File: config.mk
export PLATFORM = sky130hd
export DESIGN_NAME = prefetch_issue_queue_flat
export DESIGN_NICKNAME = d
export VERILOG_FILES = /design/src/rtl/prefetch_issue_queue_if.sv /design/src/rtl/prefetch_issue_queue.sv /design/src/flat_wrapper.sv
export SDC_FILE = /design/constraint.sdc
export NUM_CORES = 1
export LEC_CHECK = 0
export ABC_CLOCK_PERIOD_IN_PS = 3600
export CAP_MARGIN = 25
export CELL_PAD_IN_SITES_DETAIL_PLACEMENT = 0
export CELL_PAD_IN_SITES_GLOBAL_PLACEMENT = 2
export CORE_MARGIN = 2
export CORE_UTILIZATION = 33
export DETAILED_ROUTE_END_ITERATION = 8
export MAX_ROUTING_LAYER = met4
export PLACE_DENSITY_LB_ADDON = 0.1
export SYNTH_ARGS = -nofsm -noshare
export SYNTH_HDL_FRONTEND = slang
export SYNTH_SLANG_ARGS = --single-unit
File: constraint.sdc
create_clock -name clk -period 3.6 [get_ports clk]
set_clock_uncertainty 0.15 [all_clocks]
set_input_delay 1.08 -clock clk [delete_from_list [all_inputs] [get_ports clk]]
set_output_delay 1.08 -clock clk [all_outputs]
set_load 0.01 [all_outputs]
File: src/rtl/prefetch_issue_queue_if.sv
// Bundle of prefetch input, demand-miss snoop and memory request/response signals
// for prefetch_issue_queue.
interface prefetch_issue_queue_if;
  logic [31:0] pf_addr_i;
  logic        pf_valid_i;
  logic        dmd_miss_i;
  logic [31:0] dmd_addr_i;
  logic        mem_req_v_o;
  logic [31:0] mem_req_addr_o;
  logic        mem_req_ready_i;
  logic        mem_resp_v_i;
  logic [3:0]  outst_o;
  logic [15:0] drop_cnt_o;
  logic [15:0] dup_cnt_o;

  modport slave (
    input  pf_addr_i, pf_valid_i, dmd_miss_i, dmd_addr_i, mem_req_ready_i, mem_resp_v_i,
    output mem_req_v_o, mem_req_addr_o, outst_o, drop_cnt_o, dup_cnt_o
  );

  modport master (
    output pf_addr_i, pf_valid_i, dmd_miss_i, dmd_addr_i, mem_req_ready_i, mem_resp_v_i,
    input  mem_req_v_o, mem_req_addr_o, outst_o, drop_cnt_o, dup_cnt_o
  );
endinterface

File: src/rtl/prefetch_issue_queue.sv
// Prefetch issue queue: line-aligns and deduplicates prefetches, squashes lines already
// covered by demand misses, and issues them to memory with a bounded outstanding count.
module prefetch_issue_queue #(
  parameter int unsigned DEPTH      = 4,
  parameter int unsigned LINE_BYTES = 64,
  parameter int unsigned MAX_OUTST  = 2
) (
  input logic                    clk,
  input logic                    rst,
  prefetch_issue_queue_if.slave  bus
);

  localparam int unsigned PtrW = $clog2(DEPTH);
  localparam logic [31:0] LineMask = ~(32'(LINE_BYTES) - 32'd1);
  localparam logic [PtrW:0] OccFull = (PtrW + 1)'(DEPTH);
  localparam logic [3:0] OutstMax = 4'(MAX_OUTST);

  typedef enum logic [0:0] {StIdle, StReq} state_e;

  state_e            state_q, state_d;
  logic [31:0]       addr_q [DEPTH];
  logic [DEPTH-1:0]  vld_q, vld_d;
  logic [PtrW-1:0]   head_q, tail_q;
  logic [PtrW:0]     occ_q, occ_d;
  logic [3:0]        outst_q, outst_d;
  logic [15:0]       drop_q, drop_d, dup_q, dup_d;

  logic [31:0]       pf_line, dmd_line;
  logic [DEPTH-1:0]  pf_hit, squash;
  logic              presented, dmd_dup, q_dup, full;
  logic              push, pop, handshake, resp_dec, can_issue;

  assign pf_line   = bus.pf_addr_i & LineMask;
  assign dmd_line  = bus.dmd_addr_i & LineMask;
  assign presented = (state_q == StReq);

  // Valid bits are cleared on pop, so a set bit always marks an occupied slot.
  always_comb begin
    pf_hit = '0;
    squash = '0;
    for (int unsigned i = 0; i < DEPTH; i++) begin
      pf_hit[i] = vld_q[i] && (addr_q[i] == pf_line);
      squash[i] = bus.dmd_miss_i && vld_q[i] && (addr_q[i] == dmd_line) &&
                  !(presented && (head_q == PtrW'(i)));
    end
  end

  assign dmd_dup   = bus.pf_valid_i && bus.dmd_miss_i && (pf_line == dmd_line);
  assign q_dup     = bus.pf_valid_i && (|pf_hit);
  assign full      = (occ_q == OccFull);
  assign push      = bus.pf_valid_i && !dmd_dup && !q_dup && !full;
  assign handshake = presented && bus.mem_req_ready_i;
  assign pop       = handshake || ((state_q == StIdle) && (occ_q != '0) && !vld_q[head_q]);
  assign resp_dec  = bus.mem_resp_v_i && (outst_q != 4'd0);
  // A head squashed this cycle must not be promoted to REQ.
  assign can_issue = vld_q[head_q] && !squash[head_q] && (outst_q < OutstMax);

  always_comb begin
    vld_d = vld_q & ~squash;
    if (pop)  vld_d[head_q] = 1'b0;
    if (push) vld_d[tail_q] = 1'b1;
  end

  always_comb begin
    occ_d = occ_q;
    if (push && !pop)      occ_d = occ_q + 1'b1;
    else if (!push && pop) occ_d = occ_q - 1'b1;
  end

  always_comb begin
    outst_d = outst_q;
    if (handshake && !resp_dec)      outst_d = outst_q + 4'd1;
    else if (!handshake && resp_dec) outst_d = outst_q - 4'd1;
  end

  always_comb begin
    drop_d = drop_q;
    dup_d  = dup_q;
    if (bus.pf_valid_i) begin
      if (dmd_dup || q_dup) begin
        if (dup_q != 16'hFFFF) dup_d = dup_q + 16'd1;
      end else if (full) begin
        if (drop_q != 16'hFFFF) drop_d = drop_q + 16'd1;
      end
    end
  end

  always_ff @(posedge clk) begin
    if (!rst) begin
      vld_q   <= '0;
      head_q  <= '0;
      tail_q  <= '0;
      occ_q   <= '0;
      outst_q <= '0;
      drop_q  <= '0;
      dup_q   <= '0;
    end else begin
      vld_q   <= vld_d;
      occ_q   <= occ_d;
      outst_q <= outst_d;
      drop_q  <= drop_d;
      dup_q   <= dup_d;
      if (push) tail_q <= tail_q + 1'b1;
      if (pop)  head_q <= head_q + 1'b1;
    end
  end

  // Entry payload needs no reset; valid bits gate every use.
  always_ff @(posedge clk) begin
    if (push) addr_q[tail_q] <= pf_line;
  end

  always_ff @(posedge clk) begin
    if (!rst) state_q <= StIdle;
    else      state_q <= state_d;
  end

  always_comb begin
    state_d = state_q;
    unique case (state_q)
      StIdle: if (can_issue) state_d = StReq;
      StReq:  if (bus.mem_req_ready_i) state_d = StIdle;
      default: state_d = StIdle;
    endcase
  end

  always_comb begin
    bus.mem_req_v_o    = 1'b0;
    bus.mem_req_addr_o = '0;
    if (state_q == StReq) begin
      bus.mem_req_v_o    = 1'b1;
      bus.mem_req_addr_o = addr_q[head_q];
    end
  end

  assign bus.outst_o    = outst_q;
  assign bus.drop_cnt_o = drop_q;
  assign bus.dup_cnt_o  = dup_q;

endmodule

File: src/flat_wrapper.sv
// flat-port wrapper written by rule: the top's interface ports become plain ports
module prefetch_issue_queue_flat 
#(
  parameter int unsigned DEPTH      = 4,
  parameter int unsigned LINE_BYTES = 64,
  parameter int unsigned MAX_OUTST  = 2
)
  (clk, rst, bus_pf_addr_i, bus_pf_valid_i, bus_dmd_miss_i, bus_dmd_addr_i, bus_mem_req_ready_i, bus_mem_resp_v_i, bus_mem_req_v_o, bus_mem_req_addr_o, bus_outst_o, bus_drop_cnt_o, bus_dup_cnt_o);
  prefetch_issue_queue_if bus_i ();
  input logic clk;
  input logic rst;
  input wire logic [$bits(bus_i.pf_addr_i)-1:0] bus_pf_addr_i;
  input wire logic [$bits(bus_i.pf_valid_i)-1:0] bus_pf_valid_i;
  input wire logic [$bits(bus_i.dmd_miss_i)-1:0] bus_dmd_miss_i;
  input wire logic [$bits(bus_i.dmd_addr_i)-1:0] bus_dmd_addr_i;
  input wire logic [$bits(bus_i.mem_req_ready_i)-1:0] bus_mem_req_ready_i;
  input wire logic [$bits(bus_i.mem_resp_v_i)-1:0] bus_mem_resp_v_i;
  output wire logic [$bits(bus_i.mem_req_v_o)-1:0] bus_mem_req_v_o;
  output wire logic [$bits(bus_i.mem_req_addr_o)-1:0] bus_mem_req_addr_o;
  output wire logic [$bits(bus_i.outst_o)-1:0] bus_outst_o;
  output wire logic [$bits(bus_i.drop_cnt_o)-1:0] bus_drop_cnt_o;
  output wire logic [$bits(bus_i.dup_cnt_o)-1:0] bus_dup_cnt_o;
  assign bus_i.pf_addr_i = bus_pf_addr_i;
  assign bus_i.pf_valid_i = bus_pf_valid_i;
  assign bus_i.dmd_miss_i = bus_dmd_miss_i;
  assign bus_i.dmd_addr_i = bus_dmd_addr_i;
  assign bus_i.mem_req_ready_i = bus_mem_req_ready_i;
  assign bus_i.mem_resp_v_i = bus_mem_resp_v_i;
  assign bus_mem_req_v_o = bus_i.mem_req_v_o;
  assign bus_mem_req_addr_o = bus_i.mem_req_addr_o;
  assign bus_outst_o = bus_i.outst_o;
  assign bus_drop_cnt_o = bus_i.drop_cnt_o;
  assign bus_dup_cnt_o = bus_i.dup_cnt_o;
  prefetch_issue_queue #(.DEPTH(DEPTH), .LINE_BYTES(LINE_BYTES), .MAX_OUTST(MAX_OUTST)) u_core (.clk(clk), .rst(rst), .bus(bus_i));
endmodule
==> metrics.yaml <==
timing:
  fin_crit_sh: 0.977
  timing.final.ws_setup_ns: 0.0840
  worstMarginPinSlew_ns: 0.505
  max_slew_margin: 0.662
  setup_viol: 0
  final_hold_viol_count: 0
  max_clock_freq_ghz: 0.284
  setup_tns_ns: 0
  finalCriticalPeriod_ns: 3.52
  final_max_slew_viol_count: 0
  whs_ns: 0.329
route:
  drc: 0
  drt-pass1-iter-count: 5
  drt_iter0_markers: 565
  ant_nets: 0
  vias_per_cell: 5.13
  vias: 8229
  wl_per_cell_um: 23.8
  detail_route.wirelength_mm: 38.2
critical_path:
  ff2ff_setup_slack_ns: 0.61
  start_kind: "flop"
  cp.required_ns: 2.37
  worstPathArrival_ns: 2.29
  r2r_cells: 13
  slowest_stage: "mux4_2"
  critPathCaptureType: "primary output"
  critical_path_depth: 4
  crit_fanout: 13
  path_cells: "clkbuf_16, mux4_2, and2_1, clkdlybuf4s50_1"
  r2r_start: "u_core.addr_q[3][1]"
  r2r_end: "u_core.occ_q[2]"
  cpLargestDelayFamily: "buffers and inverters"
  path_class: "reg2out"
  critPathBufInv: 2
  max_stage_delay_ns: 0.52
  cp-endpoint: "bus_mem_req_addr_o[26]"
final_layout:
  nets: 1289
  stdcell_count: 1605
  drive_above_1_share: 0.299
  n_antenna_cell: 0
  area_delta_synth_final_pct: 43.7
clock_network:
  insertion_delay_ns: 0.44
  root_buffer: "clkbuf_16"
  clkTransAtPathRegs_ns: 0.07
  hold_buffers: 0
  clk_path_buf_depth: 2
  cts_tree: "built"
  cts-buffers-inserted: 17
  cts.htree.levels: 4
  cts_sinks: 154
global_route:
  overflow: 0
  first_global_vias: 8064
  grt_max_degree: 41
  grt_usage: 0.249
  grt_pass1_wl_mm: 54.0
  antenna_found_initial: 0
floorplan:
  coreArea_um2: 29700
  die_y_um: 178
  die-width_um: 178
  start_util: 0.336
  ioPinCount: 139
  die-area_um2: 31600
  rows: 63
place:
  dp_hpwl_mm: 29.5
  port_buffers: 120
  dp_slack_ns: -0.724
  dp_cells: 1544
  gpl.final_weighted_congestion: 1.00
run_status:
  status: "complete, no violations"
power_and_ir_drop:
  p_per_area_nw_per_um2: 450
  p_total_mw: 6.45
  vdd_drop_max_v: 0.000305
  leakage_nw: 5.35
synthesis:
  synth.ff_latch_count: 154
  synth_ff_type: "edfxtp_1"
  synth_area_per_cell_um2: 10.8
  synth-edff-count: 104
  ys_types: 51
  ys_warn_count: 0
  async_flop_share: 0
  seq_area_frac_synth: 0.414
  yosys-top-cells-area: "edfxtp_1 31%, xnor2_1 12%, dfxtp_1 10%"
  synthCells: 924
  yosysTopAreaCellShare: 0.313
  yosysTopAreaCell: "edfxtp_1"
  syn_area_um2: 9970
run:
  drv_cap: 0
min_path:
  hold_class: "reg2reg"
  worstHoldStart: "u_core.bus.drop_cnt_o[10]"
flip-flops by register name (all words and copies together) (netlist names), named ones only:
signal	count
u_core.addr_q	104
u_core.bus.drop_cnt_o	16
u_core.bus.dup_cnt_o	16
u_core.bus.outst_o	4
u_core.head_q	2
u_core.occ_q	3
u_core.presented	1
u_core.tail_q	2
u_core.vld_q	4
worst register-to-register path: cells and delay by family (launching register included):
kind | cells | cell delay (ns)
compound gates | 2 | 0.28
xor+xnor | 2 | 0.43
fa+ha+maj | 2 | 0.36
buf+inv | 2 | 0.21
flops | 1 | 0.47
simple gates | 5 | 1.05
area by class of cell:
type / count / area (um^2)
clock buffer: 19 / 433
inverter: 21 / 78.8
timing repair buffer: 340 / 3070
multi-input combinational: 669 / 5980
clock inverter: 12 / 140
tap: 390 / 488
fill: 2761 / 15400
sequential: 154 / 4130
per-layer routing:
metal  wire length [um]  share of wire  vias to the layer above  global-route usage
met5                  0              0                        -                   -
met4               1190          0.031                        0              0.0820
met3               1660          0.044                       51              0.0388
met2              19200           0.50                      241               0.424
met1              16100           0.42                     4045               0.300
li1                   -              -                     3892                   -
cells by family (layout without fill, tap and decap cells):
family                     after synthesis  count (layout)  share of synthesized area
and+or+nand+nor                        292             292                      0.170
adders and majority gates               16              16                     0.0216
DFF                                    154             154                      0.414
xor gates and xnor gates               240             240                      0.215
buffers and inverters                  106             392                     0.0571
AOI/OAI and AO/OA                       77              77                     0.0487
other                                    1               6                   0.000376
muxes                                   38              38                     0.0733
per-stage QoR:
step,cell area (um^2),util
floorplan,10200,-
global placement,12800,0.431
detailed placement,12800,0.431
CTS,13700,0.461
global route,14300,0.482
finish,14300,0.482
what timing repair did:
action                                  4_1_cts  5_1_grt
pin swaps                                     9       34
gates cloned                                  1        3
endpoints found under the setup margin      110      119
setup buffers                                11       16
gates resized for setup                      53       84
cell usage in the layout (no fill, tap or decap), types with 11 or more instances in the layout:
master	instances
xnor2_4	14
nor2_1	20
nand3_1	24
inv_1	20
nand2_1	38
clkdlybuf4s50_1	85
a21oi_1	36
xnor2_2	39
o31ai_1	13
ha_1	13
xor2_1	84
nor4_1	27
clkbuf_16	19
mux4_2	28
dlymetal6s2s_1	23
buf_6	19
xnor2_1	92
nand4_1	73
o21ai_0	11
edfxtp_1	104
or4_1	14
nor3_1	16
and2_1	32
buf_4	188
dfxtp_1	49
cell usage after synthesis (all sizes together) (2+ instances only):
master / count
nand4: 73
o41ai: 3
xnor2: 145
nand3: 24
fa: 2
o311ai: 2
and4: 6
o31ai: 13
nand2b: 9
mux2i: 10
buf: 63
nor2: 21
clkbuf: 21
edfxtp: 104
nor4b: 3
a22oi: 3
o21ai: 11
or3: 7
dfxtp: 50
and3b: 3
a21oi: 36
and2: 32
xor2: 95
nor4: 32
a31o: 3
nand2: 38
nor3: 16
inv: 21
and3: 6
mux4: 28
nand3b: 4
or4: 14
ha: 14
how the worst min path moves through the flow:
stage / to / slack, ns / cells after the start
floorplan: u_core.occ_q[2] / 0.33 / 2
global placement: u_core.bus.drop_cnt_o[10] / 0.32 / 2
detailed placement: u_core.bus.drop_cnt_o[10] / 0.32 / 2
CTS: u_core.bus.drop_cnt_o[10] / 0.33 / 2
global route: u_core.bus.drop_cnt_o[10] / 0.36 / 2
finish: u_core.bus.drop_cnt_o[10] / 0.33 / 2
power by group:
group	total, mW	switching, mW	leakage, nW	internal, mW
clock	1.84	0.816	0.259	1.03
combinational	2.33	1.13	3.74	1.20
sequential	2.27	0.209	1.36	2.06
(Power assumes the default switching activity.)
